===== config.mk =====
export PLATFORM = sky130hd
export DESIGN_NAME = noc_local_inject_arbiter
export DESIGN_NICKNAME = d
export VERILOG_FILES = /design/src/rtl/noc_local_inject_arbiter.sv
export SDC_FILE = /design/constraint.sdc
export NUM_CORES = 1
export LEC_CHECK = 0
export CAP_MARGIN = 20
export CORE_UTILIZATION = 40
export DETAILED_ROUTE_END_ITERATION = 8
export PLACE_DENSITY = 0.71
export SLEW_MARGIN = 5
export SYNTH_ARGS = -nofsm -noshare
export SYNTH_HDL_FRONTEND = slang
export SYNTH_SLANG_ARGS = --single-unit

===== constraint.sdc =====
create_clock -name noc_clk -period 2.7 [get_ports noc_clk]
set_input_delay 0.81 -clock noc_clk [delete_from_list [all_inputs] [get_ports noc_clk]]
set_output_delay 0.81 -clock noc_clk [all_outputs]
set_load 0.01 [all_outputs]

===== src/rtl/noc_local_inject_arbiter.sv =====
// Per-node NoC injection front end: per-channel FIFOs, packet-atomic round-robin
// arbitration, registered sender port. Optional per-channel flit counters: NOC_FLIT_CNT_EN.
module noc_local_inject_arbiter #(
    parameter int NUM_CH     = 2,
    parameter int DATA_W     = 32,
    parameter int FIFO_DEPTH = 4,
    parameter int VC_THRESH  = 2
) (
    input  logic                     noc_clk,
    input  logic                     noc_rst_n,
    input  logic [NUM_CH-1:0]        rx_valid,
    output logic [NUM_CH-1:0]        rx_ready,
    input  logic [NUM_CH*DATA_W-1:0] rx_flit,
    input  logic [NUM_CH-1:0]        rx_is_header,
    input  logic [NUM_CH-1:0]        rx_is_tail,
    output logic [NUM_CH-1:0]        rx_vc_ready,
    output logic                     tx_valid,
    input  logic                     tx_ready,
    output logic [DATA_W-1:0]        tx_flit,
    output logic                     tx_is_header,
    output logic                     tx_is_tail,
    input  logic                     tx_vc_ready,
`ifdef NOC_FLIT_CNT_EN
    output logic [NUM_CH*32-1:0]     flit_cnt,
`endif
    output logic                     err_drop
);

    localparam int PW = (FIFO_DEPTH > 1) ? $clog2(FIFO_DEPTH) : 1;
    localparam int CW = PW + 1;
    localparam int RW = (NUM_CH > 1) ? $clog2(NUM_CH) : 1;
    localparam int EW = DATA_W + 2;

    localparam logic [CW-1:0] DEPTH_C = CW'(FIFO_DEPTH);
    localparam logic [CW-1:0] THR_C   = CW'(VC_THRESH);

    typedef enum logic {
        IDLE,
        XFER
    } state_t;

    state_t                     state;
    logic [RW-1:0]              rr;
    logic [RW-1:0]              gnt;
    logic [RW-1:0]              sel;
    logic [RW-1:0]              src;
    logic                       found;
    logic                       slot_free;
    logic                       gnt_go;
    logic                       xfer_go;
    logic                       mv;
    logic [NUM_CH-1:0][EW-1:0]  head;
    logic [NUM_CH-1:0]          nonempty;
    logic [NUM_CH-1:0]          head_hdr;
    logic [NUM_CH-1:0]          head_tail;
    logic [NUM_CH-1:0]          cand;
    logic [NUM_CH-1:0]          drop;
    logic [NUM_CH-1:0]          fwd;
    logic [NUM_CH-1:0]          push;
    logic [NUM_CH-1:0]          pop;

    // Per-channel circular FIFO; entry = {header, tail, flit}
    for (genvar c = 0; c < NUM_CH; c++) begin : g_fifo
        logic [EW-1:0] mem [FIFO_DEPTH];
        logic [PW-1:0] wr_ptr;
        logic [PW-1:0] rd_ptr;
        logic [CW-1:0] cnt;

        assign head[c]        = mem[rd_ptr];
        assign nonempty[c]    = (cnt != '0);
        assign head_hdr[c]    = head[c][EW-1];
        assign head_tail[c]   = head[c][EW-2];
        assign rx_ready[c]    = (cnt != DEPTH_C);
        assign rx_vc_ready[c] = ((DEPTH_C - cnt) >= THR_C);
        assign push[c]        = rx_valid[c] & rx_ready[c];

        always_ff @(posedge noc_clk) begin
            if (push[c]) begin
                mem[wr_ptr] <= {rx_is_header[c], rx_is_tail[c],
                                rx_flit[c*DATA_W +: DATA_W]};
            end
        end

        always_ff @(posedge noc_clk or negedge noc_rst_n) begin
            if (!noc_rst_n) begin
                wr_ptr <= '0;
                rd_ptr <= '0;
                cnt    <= '0;
            end else begin
                if (push[c]) wr_ptr <= wr_ptr + PW'(1);
                if (pop[c])  rd_ptr <= rd_ptr + PW'(1);
                case ({push[c], pop[c]})
                    2'b10:   cnt <= cnt + CW'(1);
                    2'b01:   cnt <= cnt - CW'(1);
                    default: cnt <= cnt;
                endcase
            end
        end
    end

    assign cand = nonempty & head_hdr;
    assign drop = (state == IDLE) ? (nonempty & ~head_hdr) : '0;

    always_comb begin
        found = 1'b0;
        sel   = '0;
        for (int i = 0; i < NUM_CH; i++) begin
            if (!found && cand[(int'(rr) + i) % NUM_CH]) begin
                found = 1'b1;
                sel   = RW'((int'(rr) + i) % NUM_CH);
            end
        end
    end

    assign slot_free = !tx_valid || tx_ready;
    assign gnt_go    = (state == IDLE) && found && tx_vc_ready && slot_free;
    assign xfer_go   = (state == XFER) && nonempty[gnt] && slot_free;
    assign mv        = gnt_go || xfer_go;
    assign src       = (state == XFER) ? gnt : sel;
    assign fwd       = mv ? (NUM_CH'(1) << src) : '0;
    assign pop       = fwd | drop;

    always_ff @(posedge noc_clk or negedge noc_rst_n) begin
        if (!noc_rst_n) begin
            state        <= IDLE;
            rr           <= '0;
            gnt          <= '0;
            tx_valid     <= 1'b0;
            tx_flit      <= '0;
            tx_is_header <= 1'b0;
            tx_is_tail   <= 1'b0;
            err_drop     <= 1'b0;
        end else begin
            err_drop <= |drop;
            if (mv) begin
                tx_valid     <= 1'b1;
                tx_flit      <= head[src][DATA_W-1:0];
                tx_is_header <= head_hdr[src];
                tx_is_tail   <= head_tail[src];
                if (head_tail[src]) begin
                    state <= IDLE;
                    rr    <= (int'(src) == NUM_CH - 1) ? '0 : src + RW'(1);
                end else begin
                    state <= XFER;
                    gnt   <= src;
                end
            end else if (slot_free) begin
                tx_valid <= 1'b0;
            end
        end
    end

`ifdef NOC_FLIT_CNT_EN
    always_ff @(posedge noc_clk or negedge noc_rst_n) begin
        if (!noc_rst_n) begin
            flit_cnt <= '0;
        end else begin
            for (int c = 0; c < NUM_CH; c++) begin
                if (fwd[c]) flit_cnt[c*32 +: 32] <= flit_cnt[c*32 +: 32] + 32'd1;
            end
        end
    end
`endif

endmodule


Word-level counts from Yosys, hierarchy flattened
Memory sizes are Yosys's and may differ from the RTL's.
Index checks and enable logic that the tools add are counted.

operators by class
  reduce and logical (&&, ||, !) cells = 18
  multiplexer cells = 30
  shift operators = 1
  equality and inequality tests = 6
  $lt $le $gt $ge = 6
  add/subtract/negate cells = 12
  bitwise gates (word level) = 9

operator list
  kind                                                                                  count
  32-bit two-way mux                                                                    2
  1-bit two-way mux                                                                     24
  3-bit one-hot mux with 2 select lines                                                 2
  2-bit by 1-bit adder with 2-bit output (second input constant)                        4
  3-bit by 1-bit adder with 3-bit output (second input constant)                        2
  3-bit by 2-bit greater-or-equal comparator with 1-bit output (second input constant)  2
  1-bit logical AND                                                                     6
  1-bit by 2-bit less-than comparator with 1-bit output (second input constant)         3
  3-bit != test (second input constant)                                                 2
  2-bit nonzero test                                                                    3
  3-bit nonzero test                                                                    2
  3-bit by 1-bit subtractor with 3-bit output (second input constant)                   2
  3-bit subtractor (first input constant)                                               2
  2-bit bitwise AND                                                                     2
  2-bit by 1-bit == test with 1-bit output (second input constant)                      2
  2-bit == test (second input constant)                                                 2
  2-bit two-way mux                                                                     2
  2-bit AND reduction                                                                   2
  2-bit by 3-bit less-than comparator with 1-bit output (second input constant)         1
  1-bit adder (second input constant)                                                   2
  1-bit bitwise AND                                                                     2
  1-bit logical NOT                                                                     2
  1-bit logical OR                                                                      2
  1-bit inverter                                                                        2
  5 further kinds                                                                       5

storage, ports and cells
  bits in writable memories = 272
  word-level logic and storage cells = 98
  bits in registers = 53
  memories kept = 2
  input port bits = 74
  output and inout bits = 40

memory list
  memory         depth  width  rd ports  clocked after Yosys merged registers in  wr ports  line  text
  g_fifo[0].mem  4      34     1         0                                        1         64    logic [EW-1:0] mem [FIFO_DEPTH];
  g_fifo[1].mem  4      34     1         0                                        1         64

Depth between registers and ports, before layout
Gate-level depths: netlist of run 1.

  depth after elaboration = 16
  depth in mapped cells = 14
  depth with buffers taken out = 13

Worst setup path before layout of run 1
Ideal clock, no wire load.

  path type = reg-to-reg
  start point = reg g_fifo[1].cnt[0]
  end point = reg g_fifo[0].cnt[2]
  required time = 2.620 ns
  setup slack = -0.135 ns
  clock period less this slack = 2.835 ns
  setup time = 0.080 ns
  arrival = 2.755 ns
  stages on the path, launching flop included = 15
  path through = dfrtp_1 -> inv_1 -> ha_1 -> ha_1 -> mux2i_1 -> nand2_1 -> a311o_1 -> buf_4 -> o21ai_2 -> ha_1 -> inv_1 -> fa_1 -> xor2_1 -> nor2_1 -> xnor2_1

on the way
  cells in the longest elaborated chain, start to end = 16

RTL lines
  element                                                                      line  text
  from (decl)                                                                  67    logic [CW-1:0] cnt;
  from (signal assigned)                                                       93    2'b10: cnt <= cnt + CW'(1);
  from (signal assigned)                                                       94    2'b01: cnt <= cnt - CW'(1);
  from (signal assigned)                                                       95    default: cnt <= cnt;
  3-bit nonzero test (*)                                                       70    assign nonempty[c] = (cnt != '0);
  2-bit bitwise AND                                                            101   assign cand = nonempty & head_hdr;
  1-bit two-way mux (implied by the code) (2 in series)                        108   if (!found && cand[(int'(rr) + i) % NUM_CH]) begin
  1-bit two-way mux                                                            108
  1-bit logical NOT                                                            108
  1-bit logical AND                                                            108
  1-bit two-way mux                                                            108
  1-bit logical AND (3 in series)                                              116   assign gnt_go = (state == IDLE) && found && tx_vc_ready && slot_free;
  1-bit logical OR                                                             118   assign mv = gnt_go || xfer_go;
  2-bit two-way mux (*)                                                        120   assign fwd = mv ? (NUM_CH'(1) << src) : '0;
  2-bit OR (*)                                                                 121   assign pop = fwd | drop;
  via pop[0]                                                                   60    logic [NUM_CH-1:0] pop;
  2-bit by 1-bit == test with 1-bit output or 2-bit == test (tied branches)    92    case ({push[c], pop[c]})
  3-bit one-hot mux with 2 select lines or 2-bit nonzero test (tied branches)  n/a
  to (signal assigned)                                                         93
  to (signal assigned)                                                         94
  to (signal assigned)                                                         95
  to (decl)                                                                    67

Mark *: on every way through the listed nets, which the timed path passes. The rest lies on a longest branch. The select of a mux whose other input is x is not followed.
A chain may end at the register's enable or synchronous reset.

Final worst setup path of run 1
  start point = reg g_fifo[0].cnt[0]
  end point = reg g_fifo[1].cnt[2]

on the way
  cells in the longest elaborated chain, start to end = 16

RTL lines
  element                                                                      line
  3-bit nonzero test (*)                                                       70
  2-bit bitwise AND                                                            101
  1-bit two-way mux (implied by the code) (2 in series)                        108
  1-bit two-way mux                                                            108
  1-bit logical NOT                                                            108
  1-bit logical AND                                                            108
  1-bit two-way mux                                                            108
  1-bit logical AND (3 in series)                                              116
  1-bit logical OR                                                             118
  2-bit two-way mux (*)                                                        120
  2-bit OR (*)                                                                 121
  2-bit by 1-bit == test with 1-bit output or 2-bit == test (tied branches)    92
  3-bit one-hot mux with 2 select lines or 2-bit nonzero test (tied branches)  n/a

Every way passes the cells marked *; elsewhere a longest branch is shown, timed or not. The select of a mux whose other input is x is not followed.

==> summary.txt, run 1 <==
Worst setup path
  – R2r startpoint: g_fifo[0].cnt[0]
  – Setup crit end kind: register
  – Critical path's most frequent cell: ha_4
  – CP Max Fanout: 4
  – Flop2flop setup slack: 30 ps
  – Startpoint Class: register
  – Critical Path RT: 3120 ps
  – CP max stage delay: 370 ps
  – Crit path buf inv count: 3
  – Worst r2r dst: g_fifo[1].cnt[2]
  – Reg2Reg Depth: 14
  – Family with the most delay on the worst path: adder cells
  – Crit path DAT: 3090 ps
  – Crit-path cells: inv_2 > ha_4 > ha_4 > mux2i_4 > mux2i_1 > buf_4 > a311oi_4 > a21o_1 > ha_1 > inv_1 > fa_1 > xor2_1 > nor2_1 > xnor2_1
  – Crit Path Class: reg -> reg
  – Slowest stage cell, crit path: fa_1

Timing
  – Setup TNS: 0 ps
  – Period utilization: 0.988
  – FMAX: 375 MHz
  – Worst slew pin tran: 751 ps
  – Slew Viols, Final: 0
  – Setup WS post-layout: 33.6 ps
  – Clock Skew: 11.3 ps
  – Final Critical Period: 2670 ps
  – RSZ-0062 raised after global routing: yes
  – Final Hold Vio Count: 0
  – Worst slew margin: 0.499
  – Hold_ws: 319 ps
  – # setup viols final: 0

Yosys
  – Post-synth top area share: 0.645
  – Avg Cell Area, Syn: 19.7 µm²
  – Fraction of the mapped netlist area in compound gates: 0.0272
  – Synth Area in Simple Gates: 0.0261
  – Synth cell types: 37
  – Post-synthesis mux area share: 0.151
  – Cell Area, Synth: 12700 µm²
  – Synth Area in Adders: 0.0209
  – Largest family of logic cells by synthesized area: multiplexers
  – #FFs+latches synth: 325
  – Ys Warns: 0
  – Synth Net Count: 736
  – Xor-xnor portion of the synthesized cell area: 0.00760
  – Top post-synthesis cells by area: edfxtp_1, mux4_2, dfrtp_1, mux2i_1, ha_1
  – Async SR Flop Fraction: 0.163
  – Synth area leader: edfxtp_1
  – Synth Flop Type: edfxtp_1
  – Post-synthesis sequential area ratio: 0.749
  – Post-synth EDFFs: 272
  – Cells after Synth: 642

Worst hold path
  – HP Class: in -> async

Clock network
  – Clk slew on worst S/H paths: 60 ps
  – Longest Clk Path Bufs: 3
  – Cts hold-fix bufs: 0
  – Later-pin clock latency in the skew report: 500 ps
  – Clk root buf: clkbuf_16
  – Clock tree sinks: 325
  – Num CTS Buffers: 34
  – TritonCTS clock tree: built
  – Htree depth: 2

Floorplan
  – Row cnt: 64
  – Core box area: 30900 µm²
  – Die H: 180 µm
  – Die Area: 32400 µm²
  – Initial Utilization: 0.410
  – Die Wd: 180 µm
  – Num ports: 114

Routing
  – Total number of vias: 6250
  – Vias per Instance: 5.08
  – First drt pass iteration count: 4
  – Final wirelength: 25.1 mm
  – DR DRC count: 0
  – DR iter-0 viols: 512
  – Drt wl/cell: 20.4 µm
  – Routed Antenna Nets: 0

Cells and area
  – Post-layout instance area: 15800 µm²
  – Net count, final: 903
  – Fin cells: 1231
  – Area of the multi-input gates: 3060 µm²
  – Register area: 9500 µm²
  – Final core utilization: 0.512
  – Layout cells sized above 1: 0.231
  – Syn-to-layout area delta: 24.8%
  – Fill cells: 2502

Place
  – DP Area: 14700 µm²
  – GPL Wtd Cong: 0.706
  – I/O Buffers: 113
  – Hpwl dp: 16.2 mm
  – Placed Cells: 1163
  – Place WS: -304 ps

GRT
  – Global-route wire length before repair: 39.1 mm
  – GRT Residual Overflow: 0
  – Total track usage: 0.161
  – Pin count of the biggest net entering global routing: 72
  – Vias in the first global route: 6609
  – Initial antenna violation count: 2

Pwr
  – Total power of the final layout: 18.4 mW
  – LEAKAGE: 5.47 nW
  – Logic gate share of total power: 0.369
  – P_int: 12.7 mW
  – P per Cell Area: 1160 nW/µm²
  – Clk network pwr share: 0.237
  – Sw Share: 0.307
  – Switching power: 5.64 mW
  – Sequential Power Share: 0.393
  – Max IR drop VDD: 0.643 mV

Run
  – Max cap viols: 0

Run status
  – Status: finished, final reports clean
## sequential cells by signal (all words and copies together) (netlist names), 4 cells and up
name and flops:
g_fifo.cnt 6, g_fifo.mem 272, g_fifo.rd_ptr 4, g_fifo.wr_ptr 4, tx_flit 32
## metal layers
layer / up-vias / wire [µm] / part of all wire / track usage
li1: 2866 / - / - / -
met1: 3221 / 11400 / 0.46 / 0.220
met2: 125 / 12300 / 0.49 / 0.266
met3: 36 / 983 / 0.039 / 0.0286
met4: 2 / 447 / 0.018 / 0.0452
met5: - / 9 / 0.00036 / 0
## cell families (layout without fill, tap and decap cells)
group	Yosys count	in the layout
flops	325	325
mux	107	107
simple gates	73	73
compound gates	59	59
buf+inv	47	239
fa+ha+maj	20	20
xor+xnor	11	11
other cells	0	1
## power groups by stage
stage | combinational, mW | sequential (mW) | clock, mW
CTS | 6.83 | 7.24 | 4.47
global route | 7.44 | 7.34 | 4.68
floorplan | 4.34 | 7.32 | 0
global placement | 6.68 | 7.27 | 0
finish | 6.78 | 7.22 | 4.36
detailed placement | 6.82 | 7.33 | 0
## worst reg2reg max path, cell delays in order (launching register included)
cell and delay, ps:
dfrtp_1 360, inv_2 60, ha_4 160, ha_4 170, mux2i_4 180, mux2i_1 130
buf_4 160, a311oi_4 220, a21o_1 180, ha_1 160, inv_1 50, fa_1 370
xor2_1 150, nor2_1 120, xnor2_1 120
## how the worst max path moves through the flow
stage                     startpoint                to  slack (ps)  cells past startpoint
floorplan           g_fifo[0].cnt[1]  g_fifo[0].cnt[2]         0.3                     14
global placement         tx_vc_ready  g_fifo[1].cnt[2]        -260                     11
detailed placement       tx_vc_ready  g_fifo[1].cnt[2]        -300                     11
CTS                 g_fifo[0].cnt[1]  g_fifo[0].cnt[2]           4                     13
global route        g_fifo[0].cnt[1]  g_fifo[1].cnt[2]        -140                     14
finish              g_fifo[0].cnt[0]  g_fifo[1].cnt[2]          30                     14
## cell type report
type                       instances  area share
inverter                          16     0.00380
timing repair buffer             162       0.105
antenna                            1    0.000158
multi-input combinational        270       0.194
sequential                       325       0.601
clock buffer                      49      0.0587
clock inverter                    12     0.00712
tap                              396      0.0313
## timing repair
item                       4_1_cts  5_1_grt
setup endpoints to repair        5        4
pin swaps                        0        6
setup buffers                    0        6
gates resized for setup          5        5
## cells in the final DEF (no fill, tap or decap), types with 2 or more instances in the layout
cell,count
clkbuf_16,35
clkbuf_1,14
edfxtp_1,272
nor2b_1,4
nand2b_1,5
a21o_1,2
nand2_1,42
dfrtp_1,49
and2_2,8
xnor2_1,7
buf_4,36
clkdlybuf4s50_1,108
ha_1,13
dlygate4sd2_1,3
xor2_1,4
buf_12,13
inv_1,11
o21ai_1,36
a31oi_1,3
inv_2,5
mux2i_1,36
a21oi_1,5
o21ai_0,5
ha_4,5
mux2_2,3
clkinv_2,4
mux4_2,67
dfrtp_2,4
clkinv_1,4
and2_1,2
bufinv_16,2
nor2_1,7
## cell usage after synthesis, drive strengths merged, types with 2 or more instances
library cell,count
and2,10
nand2b,5
xor2,4
a31oi,3
nand2,43
o21ai,42
nor2b,4
clkbuf,13
dfrtp,53
ha,18
xnor2,7
mux2i,37
nor2,7
mux4,67
a21o,2
edfxtp,272
inv,16
fa,2
buf,18
mux2,3
a21oi,5
No activity file was read; power rests on OpenSTA's default activity.
==> run 2, diff against run 1 <==
--- a/config.mk
+++ b/config.mk
@@ -9,6 +9,8 @@
 export CORE_UTILIZATION = 40
 export DETAILED_ROUTE_END_ITERATION = 8
 export PLACE_DENSITY = 0.71
+export SKIP_CTS_REPAIR_TIMING = 1
+export SKIP_LAST_GASP = 1
 export SLEW_MARGIN = 5
 export SYNTH_ARGS = -nofsm -noshare
 export SYNTH_HDL_FRONTEND = slang
==> run 2 against run 1 <==
Effect of this change: design area down 0.10%; clock power about the same; critical endpoint unchanged; clock skew about the same; worst hold slack better by 1.5 ps; sequential power about the same; non-clock buffer count down 4; critical path type unchanged; first-iteration DRC count down 9.8%; routed wire length about the same.
==> summary.txt, run 2 (synthesis gave the netlist of run 1 again) <==
Pwr
  – Logic gate share of total power: 0.368
  – P_int: 12.7 mW
  – P per Cell Area: 1160 nW/µm²
  – LEAKAGE: 5.47 nW
  – Clk network pwr share: 0.238
  – Max IR drop VDD: 0.601 mV
  – Switching power: 5.63 mW
  – Sw Share: 0.307
  – Sequential Power Share: 0.394

Worst setup path
  – Setup crit end kind: register
  – Flop2flop setup slack: 40 ps
  – Worst r2r dst: g_fifo[1].cnt[2]
  – Crit Path Class: reg -> reg
  – Startpoint Class: register
  – R2r startpoint: g_fifo[1].cnt[1]
  – Crit-path cells: inv_1 > ha_4 > ha_4 > mux2i_4 > mux2i_1 > buf_4 > a311oi_4 > a21o_1 > ha_1 > inv_1 > fa_1 > xor2_1 > nor2_1 > xnor2_1
  – Worst setup endpoint: g_fifo[1].cnt[2]
  – Slowest stage cell, crit path: fa_1
  – CP max stage delay: 370 ps
  – CP Max Fanout: 4
  – Crit path buf inv count: 3
  – Family with the most delay on the worst path: adder cells
  – Critical Path RT: 3120 ps
  – CP startpoint: g_fifo[1].cnt[1]
  – Critical Path Stages: 14
  – Reg2Reg Depth: 14
  – Crit path DAT: 3080 ps

Cells and area
  – Fill cells: 2500
  – Layout cells sized above 1: 0.225
  – Most common cell after layout, fill and taps aside: edfxtp_1
  – Top Registers: g_fifo.mem: 272 flops, tx_flit: 32 flops, g_fifo.cnt: 6 flops
  – Net count, final: 899
  – Most frequent cells in the layout: edfxtp_1, clkdlybuf4s50_1, mux4_2, dfrtp_1, nand2_1
  – Max FFs per register: 272
  – Fin cells: 1228
  – Syn-to-layout area delta: 24.7%
  – Top reg by flops: g_fifo.mem

Floorplan
  – Core box area: 30900 µm²
  – Row cnt: 64
  – Die Area: 32400 µm²
  – Die Wd: 180 µm
  – Initial Utilization: 0.410
  – Die H: 180 µm
  – Num ports: 114

Timing
  – Worst slew pin tran: 752 ps
  – Worst slew margin: 0.499
  – Final Critical Period: 2660 ps
  – Setup WS post-layout: 41.5 ps
  – FMAX: 376 MHz
  – Slew Viols, Final: 0
  – Setup TNS: 0 ps
  – Final Hold Vio Count: 0
  – # setup viols final: 0
  – RSZ-0062 raised after global routing: yes
  – Clock Skew: 11.7 ps
  – Period utilization: 0.985

GRT
  – GRT Residual Overflow: 0
  – Vias in the first global route: 6606
  – Total track usage: 0.161
  – Initial antenna violation count: 2
  – Pin count of the biggest net entering global routing: 72
  – Global-route wire length before repair: 39.1 mm

Routing
  – Final wirelength: 25.1 mm
  – First drt pass iteration count: 4
  – DR iter-0 viols: 462
  – DR DRC count: 0
  – Total number of vias: 6233
  – Routed Antenna Nets: 0
  – Drt wl/cell: 20.5 µm
  – Vias per Instance: 5.08

Run status
  – Status: finished, final reports clean

Clock network
  – Htree depth: 2
  – Longest Clk Path Bufs: 3
  – Num CTS Buffers: 34
  – TritonCTS clock tree: built
  – Clk root buf: clkbuf_16
  – Clock tree sinks: 325
  – Later-pin clock latency in the skew report: 500 ps
  – Clk slew on worst S/H paths: 60 ps

Place
  – Place WS: -304 ps
  – Placed Cells: 1163
  – GPL Wtd Cong: 0.706
  – I/O Buffers: 113
  – Hpwl dp: 16.2 mm

Run
  – Max cap viols: 0

Worst hold path
  – HP Class: in -> async
==> run 2: area by class of cell <==
cell class,instances,area [µm²],share of cell area
inverters,16,60.1,0.00380
diodes,2,5.00,0.000317
repair buffers,158,1640,0.104
clock inverters,12,113,0.00713
multi-input cells,270,3060,0.194
clock buffers,49,928,0.0588
well taps,396,495,0.0314
flip-flops and latches,325,9500,0.601
==> run 2: routing by layer <==
metal  GRT usage  routed length [µm]  vias up
met5           0                   9        -
met1       0.220               11400     3208
li1            -                   -     2860
met2       0.266               12300      127
met3      0.0286                 925       36
met4      0.0452                 473        2
==> run 2: power groups by stage <==
stage          registers (mW)  logic, mW  clock network [mW]
6_report                 7.22       6.74                4.36
4_1_cts                  7.23       6.84                4.47
2_1_floorplan            7.32       4.34                   0
3_5_place_dp             7.33       6.82                   0
3_3_place_gp             7.27       6.68                   0
5_1_grt                  7.34       7.39                4.68
==> run 2: how the worst min path moves through the flow <==
stage | endpoint | slack (ps) | depth (start not counted)
after global placement | tx_flit[7] | 470 | 2
after CTS | tx_flit[26] | 320 | 2
final | tx_flit[27] | 320 | 2
after global routing | tx_flit[26] | 320 | 2
after floorplan | g_fifo[0].cnt[0] | 470 | 1
after detailed placement | tx_flit[21] | 480 | 2
==> run 2: worst register-to-register path, cell delays in order, from the launching register on <==
cell,delay (ps)
dfrtp_1,350
inv_1,80
ha_4,170
ha_4,170
mux2i_4,170
mux2i_1,130
buf_4,160
a311oi_4,220
a21o_1,170
ha_1,160
inv_1,50
fa_1,370
xor2_1,150
nor2_1,120
xnor2_1,120
==> run 2: metrics by stage <==
| step | instance area, µm² | utilization | hold WS [ps] | total power, mW |
|---|---|---|---|---|
| 6_report | 15800 | 0.511 | 320 | 18.3 |
| 5_1_grt | 15800 | 0.511 | 321 | 19.4 |
| 4_1_cts | 15700 | 0.509 | 323 | 18.5 |
| 3_5_place_dp | 14700 | 0.476 | 478 | 14.1 |
| 3_3_place_gp | 14700 | 0.476 | 470 | 14.0 |
| 2_1_floorplan | 12800 | - | 466 | 11.7 |
==> run 3, diff against run 2 <==
--- a/config.mk
+++ b/config.mk
@@ -8,7 +8,7 @@
 export CAP_MARGIN = 20
 export CORE_UTILIZATION = 40
 export DETAILED_ROUTE_END_ITERATION = 8
-export PLACE_DENSITY = 0.71
+export PLACE_DENSITY = 0.69
 export SKIP_CTS_REPAIR_TIMING = 1
 export SKIP_LAST_GASP = 1
 export SLEW_MARGIN = 5
==> constraint.sdc (replaced) <==
create_clock -name noc_clk -period 2.5 [get_ports noc_clk]
set_input_delay 0.75 -clock noc_clk [delete_from_list [all_inputs] [get_ports noc_clk]]
set_output_delay 0.75 -clock noc_clk [all_outputs]
set_load 0.01 [all_outputs]
==> run 3 against run 2 <==
Effect of this change: the run now ends with negative setup slack left; worst setup slack lost 190 ps; first-iteration DRC count is 5.6% lower; critical path depth did not move; design area rose by 1.9%; register-to-register slack worse by 190 ps; via count is 2.9% higher; count of clock-buffer cells in the layout fell by 2; power up 12%; flip-flop and latch count did not move; maximum frequency grew 0.52%; clock power up 16%.
==> summary.txt, run 3 (synthesis gave the netlist of run 1 again) <==
Run status
  – Status: complete, but fails checks
  – Failing checks: negative setup slack

Worst setup path
  – Worst r2r dst: g_fifo[1].cnt[2]
  – Worst setup endpoint: g_fifo[1].cnt[2]
  – R2r startpoint: g_fifo[0].cnt[0]
  – Critical Path RT: 2920 ps
  – Setup crit end kind: register
  – Reg2Reg Depth: 14
  – Startpoint Class: register
  – Crit-path cells: inv_2 > ha_4 > ha_4 > mux2i_4 > mux2i_1 > buf_4 > a311oi_4 > a21o_1 > ha_2 > inv_2 > fa_2 > xor2_1 > nor2_1 > xnor2_1
  – Flop2flop setup slack: -140 ps
  – CP max stage delay: 360 ps
  – CP startpoint: g_fifo[0].cnt[0]
  – CP Max Fanout: 4
  – Crit path DAT: 3060 ps
  – Crit Path Class: reg -> reg
  – Slowest stage cell, crit path: dfrtp_1

Place
  – I/O Buffers: 113
  – GPL Wtd Cong: 0.757
  – Hpwl dp: 16.3 mm
  – Placed Cells: 1178

Floorplan
  – Num ports: 114
  – Die Wd: 180 µm
  – Initial Utilization: 0.410
  – Die H: 180 µm
  – Row cnt: 64
  – Die Area: 32400 µm²
  – Core box area: 30900 µm²

Cells and area
  – Syn-to-layout area delta: 27.0%
  – Max FFs per register: 272
  – Most frequent cells in the layout: edfxtp_1, clkdlybuf4s50_1, mux4_2, dfrtp_1, buf_4
  – Fin cells: 1246
  – Layout cells sized above 1: 0.250
  – Top reg by flops: g_fifo.mem
  – Top Registers: g_fifo.mem: 272 flops, tx_flit: 32 flops, g_fifo.cnt: 6 flops
  – Most common cell after layout, fill and taps aside: edfxtp_1
  – Net count, final: 917
  – Fill cells: 2484

Clock network
  – Htree depth: 2
  – TritonCTS clock tree: built
  – Longest Clk Path Bufs: 3
  – Clk root buf: clkbuf_16
  – Num CTS Buffers: 35
  – Later-pin clock latency in the skew report: 510 ps
  – Clock tree sinks: 325
  – Clk slew on worst S/H paths: 60 ps

Routing
  – Vias per Instance: 5.15
  – First drt pass iteration count: 5
  – Final wirelength: 25.8 mm
  – Total number of vias: 6411
  – DR iter-0 viols: 436
  – Routed Antenna Nets: 0
  – DR DRC count: 0
  – Drt wl/cell: 20.7 µm

GRT
  – Pin count of the biggest net entering global routing: 54
  – Global-route wire length before repair: 40.0 mm
  – Total track usage: 0.165
  – GRT Residual Overflow: 0
  – Vias in the first global route: 6855
  – Initial antenna violation count: 3

Worst hold path
  – HP Class: in -> async

Pwr
  – Total power of the final layout: 20.5 mW
  – Max IR drop VDD: 0.768 mV
  – P per Cell Area: 1280 nW/µm²
  – LEAKAGE: 5.60 nW

Timing
  – Hold_ws: 241 ps
  – Worst slew margin: 0.480
  – RSZ-0062 raised after global routing: yes
  – Period utilization: 1.06
  – Setup WS post-layout: -145 ps
  – Clock Skew: 22.5 ps
  – Final Hold Vio Count: 0
  – # setup viols final: 3
  – FMAX: 378 MHz
  – Final Critical Period: 2640 ps
  – Slew Viols, Final: 0
  – Worst slew pin tran: 781 ps

Run
  – Max cap viols: 0
-- run 3: layout make-up --
type                            count  area (µm²)  share of cell area
Tap cell                          396         495              0.0308
Sequential cell                   325        9500               0.591
Clock inverter                     16         189              0.0117
Timing Repair Buffer              175        1820               0.113
Inverter                           16        60.1             0.00373
Antenna cell                        1        2.50            0.000156
Multi-Input combinational cell    270        3080               0.191
Clock buffer                       47         942              0.0586
-- run 3: worst max-delay path: cells and delay by family (launching register included) --
| family | cells | cell delay (ps) |
|---|---|---|
| DFF | 1 | 360 |
| xor gates and xnor gates | 2 | 270 |
| muxes | 2 | 300 |
| and+or+nand+nor | 1 | 110 |
| adders and majority gates | 4 | 850 |
| buffers and inverters | 3 | 260 |
| AOI/OAI and AO/OA | 2 | 410 |
-- run 3: worst min-delay path by stage --
stage,depth (start not counted),from,to
floorplan,0,noc_rst_n,err_drop
global placement,2,tx_flit[22],tx_flit[22]
detailed placement,2,tx_flit[13],tx_flit[13]
CTS,2,noc_rst_n,tx_flit[25]
global route,2,noc_rst_n,tx_flit[25]
finish,2,noc_rst_n,tx_flit[25]
-- run 3: metrics by stage --
stage	setup TNS [ps]	instance area [µm²]	utilization	worst slack [ps]
floorplan	-384	12800	-	-181
finish	-282	16100	0.521	-145
global placement	-1470	14900	0.482	-370
CTS	-1240	16000	0.518	-230
detailed placement	-1700	14900	0.482	-415
global route	-731	16100	0.520	-295
-- run 3: report_power, final --
group	internal, mW	total (mW)	switching [mW]
sequential	7.33	7.79	0.454
clock	3.07	5.07	2.00
combinational	3.85	7.68	3.83
total	14.3	20.5	6.28
-- run 3: routing by layer --
| metal | wire length (µm) | track usage | vias to the layer above |
|---|---|---|---|
| met5 | 23 | 0 | - |
| met4 | 464 | 0.0448 | 4 |
| met3 | 1270 | 0.0310 | 35 |
| met2 | 12900 | 0.276 | 164 |
| met1 | 11200 | 0.221 | 3309 |
| li1 | - | - | 2899 |
